[config.mk]
export PLATFORM = sky130hd
export DESIGN_NAME = multiplicador_uc
export DESIGN_NICKNAME = d
export VERILOG_FILES = /design/src/rtl/multiplicador_pkg.sv /design/src/rtl/multiplicador_uc.sv
export SDC_FILE = /design/constraint.sdc
export NUM_CORES = 1
export LEC_CHECK = 0
export ABC_AREA = 1
export BUFFER_PORTS_ARGS = -buffer_cell sky130_fd_sc_hd__clkbuf_2
export CORE_AREA = 3 3 40 42
export DETAILED_ROUTE_END_ITERATION = 12
export DIE_AREA = 0 0 43 45
export PLACE_DENSITY = 0.49
export SLEW_MARGIN = 20
export SYNTH_ARGS = -nofsm -noshare
export SYNTH_HDL_FRONTEND = slang
export SYNTH_SLANG_ARGS = --single-unit
[constraint.sdc]
create_clock -name clk -period 0.9 [get_ports clk]
set_input_delay 0.045 -clock clk [delete_from_list [all_inputs] [get_ports clk]]
set_output_delay 0.045 -clock clk [all_outputs]
set_load 0.02 [all_outputs]
[src/rtl/multiplicador_pkg.sv]
// rtl/multiplicador_pkg.sv - shared state encoding and counter sizing for the shift-and-add multiplier
package multiplicador_pkg;

  localparam int MULT_WIDTH = 8;
  localparam int CNT_W      = $clog2(MULT_WIDTH);

  typedef enum logic [2:0] {
    ST_IDLE  = 3'd0,
    ST_LOAD  = 3'd1,
    ST_TEST  = 3'd2,
    ST_ADD   = 3'd3,
    ST_SHIFT = 3'd4,
    ST_DONE  = 3'd5
  } state_e;

endpackage

[src/rtl/multiplicador_uc.sv]
// rtl/multiplicador_uc.sv - shift-and-add multiplier control unit (Moore FSM)
// Option: MULTIPLICADOR_UC_HOLD_EN keeps done asserted until ack is sampled.
module multiplicador_uc
  import multiplicador_pkg::*;
#(
  parameter int WIDTH = 8
) (
  input  logic clk,
  input  logic rst,
  input  logic start,
  input  logic ack,
  input  logic qlsb,
  input  logic zero,
  output logic a_rst,
  output logic a_en,
  output logic b_en,
  output logic q_en,
  output logic cnt_en,
  output logic a_ld,
  output logic b_ld,
  output logic q_ld,
  output logic cnt_ld,
  output logic busy,
  output logic done
);

  state_e state_q;
  state_e state_d;

  // The iteration count lives in the datapath counter; WIDTH is documentation here.
  logic unused_width;
  assign unused_width = WIDTH[0];

`ifndef MULTIPLICADOR_UC_HOLD_EN
  logic unused_ack;
  assign unused_ack = ack;
`endif

  always_ff @(posedge clk or posedge rst) begin
    if (rst) begin
      state_q <= ST_IDLE;
    end else begin
      state_q <= state_d;
    end
  end

  always_comb begin
    state_d = state_q;
    case (state_q)
      ST_IDLE:  if (start) state_d = ST_LOAD;
      ST_LOAD:  state_d = ST_TEST;
      ST_TEST:  state_d = qlsb ? ST_ADD : ST_SHIFT;
      ST_ADD:   state_d = ST_SHIFT;
      // zero reflects the count before this shift's decrement.
      ST_SHIFT: state_d = zero ? ST_DONE : ST_TEST;
`ifdef MULTIPLICADOR_UC_HOLD_EN
      ST_DONE:  if (ack) state_d = ST_IDLE;
`else
      ST_DONE:  state_d = ST_IDLE;
`endif
      default:  state_d = ST_IDLE;
    endcase
  end

  always_comb begin
    a_rst  = 1'b0;
    a_en   = 1'b0;
    b_en   = 1'b0;
    q_en   = 1'b0;
    cnt_en = 1'b0;
    a_ld   = 1'b0;
    b_ld   = 1'b0;
    q_ld   = 1'b0;
    cnt_ld = 1'b0;
    busy   = 1'b0;
    done   = 1'b0;
    case (state_q)
      ST_LOAD: begin
        a_rst  = 1'b1;
        b_en   = 1'b1;
        b_ld   = 1'b1;
        q_en   = 1'b1;
        q_ld   = 1'b1;
        cnt_en = 1'b1;
        cnt_ld = 1'b1;
        busy   = 1'b1;
      end
      ST_TEST: busy = 1'b1;
      ST_ADD: begin
        a_en = 1'b1;
        a_ld = 1'b1;
        busy = 1'b1;
      end
      ST_SHIFT: begin
        a_en   = 1'b1;
        q_en   = 1'b1;
        cnt_en = ~zero;
        busy   = 1'b1;
      end
      ST_DONE: done = 1'b1;
      default: ;
    endcase
  end

endmodule

==> results of run 1 <==
## power by group through the flow
stage	Sequential [mW]	Combinational, mW	Clock (mW)
after floorplan	0.296	0.841	0
after global placement	0.297	1.11	0
after detailed placement	0.298	1.11	0
after CTS	0.302	1.55	0.246
after global routing	0.302	1.98	0.256
final	0.293	1.84	0.233
## metrics by stage
stage | hold slack (ns) | worst slack (ns) | util [%] | TNS [ns] | area [um^2]
CTS | 0.09307 | -0.3016 | 37.59 | -3.289 | 483.0
floorplan | -0.2014 | -0.03928 | - | -0.1571 | 261.5
global route | 0.1165 | -0.3496 | 41.97 | -4.326 | 539.3
detailed placement | -0.1033 | -0.09845 | 27.07 | -0.7655 | 347.8
global placement | -0.1024 | -0.07771 | 27.07 | -0.6214 | 347.8
finish | 0.09308 | -0.2864 | 41.97 | -3.513 | 539.3
## final cells by class
cell class / count / area (um^2) / area share, %
repair buffers: 26 / 254.0 / 47.10
multi-input cells: 22 / 135.1 / 25.06
flip-flops and latches: 3 / 77.57 / 14.39
inverters: 6 / 27.53 / 5.104
clock buffers: 4 / 26.28 / 4.872
well taps: 15 / 18.77 / 3.480
## placed cells by master, fill, tap and decap left out
cell / count
nand3_2: 2
nand2_1: 7
inv_1: 3
o21ai_2: 1
buf_8: 3
buf_6: 5
nor2_1: 1
nand2_2: 1
clkinv_4: 1
clkbuf_4: 4
nor2_2: 1
dlygate4sd3_1: 1
clkbuf_1: 1
nor2_4: 1
dfrtp_1: 1
nor3_2: 1
buf_4: 8
clkbuf_2: 4
inv_2: 2
clkbuf_8: 4
nand3_1: 3
nand3b_1: 3
dfrtp_2: 2
o21ai_0: 1
## metal layers
metal / up-vias / GRT usage (%) / part of all wire, %
met1: 138 / 7.470 / 37
met4: 0 / 3.614 / 0
met5: - / 0 / 0
met2: 15 / 15.57 / 54
li1: 161 / - / -
met3: 0 / 3.586 / 8.2
## worst reg2reg max path: stages, from the launching register on
cell and delay (ns):
dfrtp_2 0.44, nor2_4 0.13, buf_4 0.12, buf_6 0.08
buf_6 0.09, nand3b_1 0.06, nand2_1 0.06, inv_1 0.03
## Yosys cell counts (all sizes together)
| cell | number | area, um^2 |
|---|---|---|
| nor3 | 1 | 5.000 |
| nand2 | 8 | 32.54 |
| inv | 6 | 22.52 |
| nor2 | 3 | 21.27 |
| nand3b | 3 | 22.52 |
| o21ai | 2 | 13.76 |
| buf | 4 | 30.03 |
| dfrtp | 3 | 75.07 |
| nand3 | 5 | 30.03 |
## kinds of logic (layout without fill, tap and decap cells)
kind of cell | after synthesis | after routing | synth area share (%)
flops | 3 | 3 | 29.70
buf+inv | 10 | 36 | 20.79
compound gates | 2 | 2 | 5.444
simple gates | 20 | 20 | 44.06
## repair_timing
item	CTS	global route
buffers inserted	3	4
endpoints found under the hold margin	3	0
gates resized for setup	19	12
hold buffers	1	0
pin swaps	3	5
endpoints found under the setup margin	13	14
## worst max-delay path by stage
stage	from	endpoint	slack [ns]	cells after the start
3_3_place_gp	state_q[0]	cnt_en	-0.08	4
6_report	state_q[0]	b_en	-0.29	5
2_1_floorplan	state_q[1]	b_en	-0.04	4
4_1_cts	state_q[1]	cnt_en	-0.30	4
3_5_place_dp	state_q[0]	cnt_en	-0.1	4
5_1_grt	state_q[0]	b_ld	-0.35	5
==> metrics.yaml, run 1 <==
crit_chain: "inv_2 -> nor2_2 -> nand2_2 -> clkinv_4 -> buf_6"
die-area_um2: 1935
drive_gt1_share_pct: 65.57
start_util_pct: 19.67
ant_nets: 0
peakVddDrop_mv: 0.9070
synth_area_um2: 252.7
grt_max_degree: 7
post-route-period-util_pct: 131.8
clk_latency_ns: 0.23
drt_wl_total_um: 731
largest_register_ffs: 3
largest-register: "state_q"
cpPeakStageDelay_ns: 0.44
rr_endpoint: "state_q[0]"
drt-pass1-iter-count: 4
place.gp.congestion: 0.7289
htree_num_levels: 1
setup.worst_path.class: "reg -> out"
area_growth_pct: 113.4
syn_avg_cell_area_um2: 7.221
grt-ovfl-total: 0
final_max_slew_viol_count: 0
via_per_inst: 4.132
worst_slew_pin_slew_ns: 0.1926
setup_viol: 14
ys_types: 14
grt_setup_unrepaired: "true"
clock.fmax_ghz: 0.8429
cts_tree: "yes"
ys_warn_count: 0
fill_cells: 137
grt_pass1_wl_um: 1138
powerDensity_nw_per_um2: 4390
cp.buffers_inverters: 3
power_frac_seq_pct: 12.4
reg.largest.list: "state_q (3)"
crit_arrival_ns: 1.14
ios: 17
hold_start: "start"
r2r_slack_ns: -0.22
rows: 13
fin_ws_ns: -0.2864
p_leak_nw: 0.2921
violations: "negative setup slack"
clock-sinks: 3
timing.rr.start: "state_q[0]"
die_w_um: 43
core_um2: 1285
cp.required_ns: 0.85
wl_per_cell_um: 9.618
grtUsageTotal_pct: 8.160
antenna_found_initial: 0
min_delay_worst_endpoint: "state_q[0]"
vias: 314
io_buffers: 15
clkSlewWorstSetupHoldPaths_ns: 0.04
cap_viol_max_count: 0
status: "finished, violations left"
reg2regPathDepth: 7
hold_viol: 0
antennaDiodeCount: 0
hold_class: "in -> reg"
p_int_mw: 1.346
path_max_fanout: 5
drt_iter0_drc: 8
nNetsFinal: 68
cts_max_path_buffers: 2
synth_fp_nets: 41
synthCells: 35
first_global_vias: 301
ys_seq_area_share_pct: 29.70
p_sw_share_pct: 43.14
power_mw: 2.367
cts_buffers: 3
crit_slowest_cell: "dfrtp_2"
placedCellCount: 64
critPathLaunchType: "register"
max-slew-margin-rel_pct: 87.11
ys_ff_latch: 3
endpoint_kind: "output port"
combPwrFrac_pct: 77.8
post-route-min-period_ns: 1.186
min_path_cells: 4
remaining_drc_errors: 0
critPathTopFamily: "flip-flops"
clkPwrFrac_pct: 9.9
p_switching_mw: 1.021
dp_hpwl_um: 494.2
cts_root_buf: "clkbuf_4"
fin_skew_ns: 0.0001976
die_h_um: 45
final-instance-count-excl-fill: 76
Note: power is estimated with default switching activity, not from simulation.
==> inputs of run 2 (changes only) <==
CTS_CLUSTER_SIZE = 16   (was unset)
PLACE_DENSITY = 0.48   (was 0.49)
clock period = 1.2 ns   (was 0.9 ns; I/O delays follow)
==> run 2 against run 1 <==
  * Hold slack better by 0.020 ns
  * Global-route usage is 0.81 points lower
  * Via count is 6.1% lower
  * Die area stayed put
  * Utilization is 6.3 points lower
  * Clock skew is 0.0051 ns higher
  * The flow still finishes with violations (negative setup slack)
  * Critical path type unchanged
  * Non-clock buffer count is 4 lower
  * Design area is 15% lower
  * Sequential power is 24% lower
  * Worst setup slack better by 0.26 ns
  * Largest cell class unchanged
  * Total power is 36% lower
  * Sequential share of layout area is 2.6 points higher
==> metrics.yaml, run 2 (same netlist as run 1, synthesis figures left out) <==
cts_tree: "yes"
powerDensity_nw_per_um2: 3301
crit_chain: "nor2_4 -> nand3b_1 -> nand2_1 -> clkbuf_8"
wl_per_cell_um: 10.01
grt_setup_unrepaired: "true"
remaining_drc_errors: 0
clock-sinks: 3
tns_ns: -0.04626
status: "finished, violations left"
io_buffers: 15
post-route-min-period_ns: 1.222
area_growth_pct: 81.19
reg.largest.list: "state_q (3)"
core_um2: 1285
endpoint_kind: "output port"
fin_skew_ns: 0.005288
final-instance-count-excl-fill: 72
p_leak_nw: 0.2592
layout_commonest_cell: "buf_4"
crit_slowest_cell: "dfrtp_2"
largest_register_ffs: 3
dp_hpwl_um: 471.1
antennaDiodeCount: 0
setup_viol: 4
cts_buffers: 3
clkPwrFrac_pct: 11.8
combPwrFrac_pct: 73.4
fill_cells: 144
die_w_um: 43
reg2regPathDepth: 6
ant_nets: 0
antenna_found_initial: 0
p_int_uw: 800.6
hold_start: "start"
multi_input_area_um2: 127.6
grt-ovfl-total: 0
start_util_pct: 19.67
nNetsFinal: 64
rows: 13
regArea_um2: 77.57
clock.fmax_ghz: 0.8186
min_delay_worst_endpoint: "state_q[0]"
r2r_slack_ns: 0.10
hold_viol: 0
hold_slack_ns: 0.1131
place.gp.congestion: 0.7124
hold_class: "in -> reg"
largest-register: "state_q"
violations: "negative setup slack"
drt_iter0_drc: 10
p_switching_uw: 710.9
worst_slew_pin_slew_ns: 0.1583
first_global_vias: 227
min_path_cells: 4
die_h_um: 45
vias: 295
grtUsageTotal_pct: 7.346
peakVddDrop_mv: 0.6407
cpPeakStageDelay_ns: 0.44
final_max_slew_viol_count: 0
grt_max_degree: 7
clkSlewWorstSetupHoldPaths_ns: 0.03
grt_pass1_wl_um: 972
crit_arrival_ns: 1.16
clk_latency_ns: 0.23
die-area_um2: 1935
cts_root_buf: "clkbuf_4"
drt-pass1-iter-count: 4
placedCellCount: 62
cap_viol_max_count: 0
max-slew-margin-rel_pct: 89.41
cp.required_ns: 1.14
power_frac_seq_pct: 14.8
post-route-period-util_pct: 101.8
ios: 17
p_sw_share_pct: 47.03
path_max_fanout: 5
via_per_inst: 4.097
drt_wl_total_um: 721
cts_max_path_buffers: 2
htree_num_levels: 1
setup.worst_path.class: "reg -> out"
rr_endpoint: "state_q[0]"
drive_gt1_share_pct: 61.40
timing.rr.start: "state_q[0]"
fin_ws_ns: -0.02158
critPathLaunchType: "register"
final_cell_mix: "7 x buf_4, 6 x nand2_1, 6 x clkbuf_2, 5 x clkbuf_4, 4 x nand3_1"
==> run 2: changes by cell type in the layout (fill, tap and decap cells not counted), sizes merged <==
cell,previous run,this run
clkbuf,13,15
buf,16,10
inv,5,6
clkinv,1,0
==> run 2: power groups by stage <==
stage,logic (mW),registers [mW],clock network (mW)
floorplan,0.607,0.212,0
global placement,0.756,0.220,0
detailed placement,0.759,0.219,0
CTS,0.999,0.219,0.186
global route,1.20,0.233,0.199
finish,1.11,0.224,0.178
==> run 2: final cells by class <==
type / instances / share of cell area, %
clock buffers: 4 / 5.738
inverters: 6 / 5.464
multi-input cells: 22 / 27.87
flip-flops and latches: 3 / 16.94
well taps: 15 / 4.098
repair buffers: 22 / 39.89
==> run 2: how the worst max path moves through the flow <==
stage                     startpoint     end  slack (ns)  cells after the start
after global placement    state_q[0]    b_en        0.14                      5
after global routing      state_q[0]  cnt_en       -0.09                      4
after CTS                 state_q[0]  cnt_ld       -0.02                      5
after detailed placement  state_q[0]  cnt_ld        0.14                      5
after floorplan           state_q[1]    b_en         0.1                      4
final                     state_q[0]  cnt_en       -0.02                      4
==> run 2: critical path, delay by kind of cell (launching register included) <==
family / cells / cell delay (ns)
flip-flops: 1 / 0.44
AND/OR/NAND/NOR: 3 / 0.35
buffers and inverters: 1 / 0.14
==> run 2: metrics by stage <==
stage | setup WS (ns) | power (mW) | util (%) | instance area (um^2)
after global routing | -0.09411 | 1.628 | 35.64 | 457.9
after global placement | 0.1422 | 0.9762 | 25.22 | 324.1
after detailed placement | 0.1397 | 0.9787 | 25.22 | 324.1
after floorplan | 0.09510 | 0.8195 | - | 252.7
final | -0.02158 | 1.512 | 35.64 | 457.9
after CTS | -0.02208 | 1.403 | 33.40 | 429.2
==> run 2: what timing repair did <==
item / 4_1_cts / 5_1_grt
gates resized for setup: 17 / 9
setup buffers: 3 / 2
endpoints found under the setup margin: 10 / 10
hold buffers: 1 / 0
cloned: 0 / 0
pin swaps: 1 / 2
hold endpoints to repair: 3 / 0
==> run 2: layer usage <==
metal / vias to the layer above / global-route usage [%] / share of wire (%)
li1: 152 / - / -
met1: 132 / 7.767 / 39
met2: 11 / 10.48 / 53
met3: 0 / 5.976 / 7.5
met4: 0 / 3.614 / 0
met5: - / 0 / 0
==> inputs of run 3 (changes only) <==
ABC_AREA = unset   (was 1)
PLACE_DENSITY = 0.49   (was 0.48)
==> run 3 against run 2 <==
  * The run still ends with negative setup slack left
  * Cell count decreased by 2.8%
  * Maximum frequency is 8.6% lower
  * Combinational power increased by 32%
  * Worst setup slack worse by 0.11 ns
  * Critical endpoint is now a_en
  * Largest cell class unchanged
==> metrics.yaml, run 3 <==
remaining_drc_errors: 0
hold_class: "in -> reg"
drt-pass1-iter-count: 1
synth_fp_nets: 38
cts_tree: "yes"
clkSlewWorstSetupHoldPaths_ns: 0.04
ant_nets: 0
vias: 298
drive_gt1_share_pct: 67.27
cp.required_ns: 1.14
antenna_found_initial: 0
post-route-period-util_pct: 111.4
setup_viol: 9
syn_avg_cell_area_um2: 8.446
cts_root_buf: "clkbuf_4"
synth_top_area_share_pct: 27.78
final_cell_mix: "10 x buf_4, 6 x clkbuf_8, 4 x clkbuf_2"
final_max_slew_viol_count: 0
synthCells: 32
synth_edf_count: 0
post-route-min-period_ns: 1.336
clock.fmax_ghz: 0.7483
grt_max_degree: 8
clock-sinks: 3
via_per_inst: 4.257
tns_ns: -0.9122
htree_num_levels: 1
ios: 17
rows: 13
core_um2: 1285
nNetsFinal: 62
placedCellCount: 58
crit_arrival_ns: 1.28
grtUsageTotal_pct: 9.106
place_area_um2: 354.1
antennaDiodeCount: 0
ys_warn_count: 0
grt_pass1_wl_um: 1207
final_util_pct: 42.55
ys_types: 19
synth_flop_cell: "dfrtp_1"
path_max_fanout: 6
wl_per_cell_um: 11.53
ys_seq_area_share_pct: 27.78
ys_ff_latch: 3
endpoint_kind: "output port"
cap_viol_max_count: 0
setup.worst_path.class: "reg -> out"
async_reset_ff_share_pct: 100.0
fin_area_um2: 546.8
largest-register: "state_q"
drt_wl_total_um: 807
drt_iter0_drc: 0
first_global_vias: 272
die_h_um: 45
hold_viol: 0
reg.largest.list: "state_q (3)"
hold_slack_ns: 0.1361
cts_buffers: 3
fin_skew_ns: 0.0003889
largest_register_ffs: 3
worst_slew_pin_slew_ns: 0.3007
layout_commonest_cell: "buf_4"
area_growth_pct: 102.3
die-area_um2: 1935
max-slew-margin-rel_pct: 79.89
place.gp.congestion: 0.6470
die_w_um: 43
peakVddDrop_mv: 0.7550
synth_common_cells: "5 x buf_4, 5 x nor2_1, 3 x dfrtp_1"
synth_area_leaders: "dfrtp_1 28%, buf_4 14%, nor2_1 6.9%, xnor2_1 6.5%, a211oi_2 4.6%"
fin_ws_ns: -0.1364
io_buffers: 15
clk_latency_ns: 0.24
grt-ovfl-total: 0
final-instance-count-excl-fill: 70
yosysTopAreaCell: "dfrtp_1"
powerDensity_nw_per_um2: 3451
grt_setup_unrepaired: "true"
status: "finished, violations left"
cts_max_path_buffers: 2
critPathLaunchType: "register"
synth_area_um2: 270.3
start_util_pct: 21.03
p_leak_nw: 0.2670
violations: "negative setup slack"
-- run 3: cell count changes after synthesis, moves of 2 or more --
| cell | delta |
|---|---|
| nand3_1 | -3 |
| nor2_1 | +4 |
| nand3b_1 | -3 |
| nand2_1 | -7 |
| inv_1 | -4 |
| xnor2_1 | +2 |
-- run 3: area by class of cell --
| type | instances | area (um^2) |
|---|---|---|
| Fill cell | 129 | 738.2 |
| Timing Repair Buffer | 25 | 241.5 |
| Multi-Input combinational cell | 20 | 170.2 |
| Sequential cell | 3 | 76.32 |
| Clock buffer | 4 | 26.28 |
| Tap cell | 15 | 18.77 |
| Inverter | 3 | 13.76 |
-- run 3: critical path, cell delays in order (launching register included) --
cell and delay (ns):
dfrtp_1 0.41, buf_12 0.15, nor3_4 0.19, a21o_1 0.13
clkbuf_8 0.15
-- run 3: cell families after synthesis --
family	share of synthesized area (%)
DFF	27.78
buffers and inverters	22.22
muxes	3.704
AOI/OAI and AO/OA	18.98
xor gates and xnor gates	6.483
and+or+nand+nor	20.84
-- run 3: repair_timing --
action	CTS	global route
endpoints found under the setup margin	11	11
endpoints found under the hold margin	3	0
pin swaps	2	4
buffers inserted	4	3
hold buffers	1	0
gates resized for setup	22	11
-- run 3: final timing paths --
path | end | cells after the start | slack [ns] | startpoint
hold reg to reg | state_q[0] | 1 | 0.52 | state_q[0]
hold / removal | state_q[1] | 3 | 0.14 | qlsb
max in group asynchronous | state_q[1] | 3 | 0.85 | rst
min in group asynchronous | state_q[1] | 3 | 0.21 | rst
setup / recovery | a_en | 4 | -0.14 | state_q[2]
setup reg to reg | state_q[0] | 5 | -0.01 | state_q[2]
-- run 3: stage by stage --
stage / power, mW / setup WS [ns]
6_report: 1.887 / -0.1364
2_1_floorplan: 0.9817 / 0.006516
3_5_place_dp: 1.180 / 0.1084
5_1_grt: 2.009 / -0.1991
4_1_cts: 1.732 / -0.1186
3_3_place_gp: 1.179 / 0.09815
-- run 3: power breakdown --
part	total [mW]	switching (mW)	internal, mW
logic	1.47	0.703	0.770
clock network	0.183	0.0576	0.125
registers	0.231	0.0791	0.152
-- run 3: routing by layer --
| metal | GRT usage [%] | vias up | share of wire (%) |
|---|---|---|---|
| li1 | - | 150 | - |
| met5 | 0 | - | 0 |
| met3 | 5.976 | 0 | 7.9 |
| met2 | 14.97 | 11 | 56 |
| met1 | 9.246 | 137 | 36 |
| met4 | 3.614 | 0 | 0 |
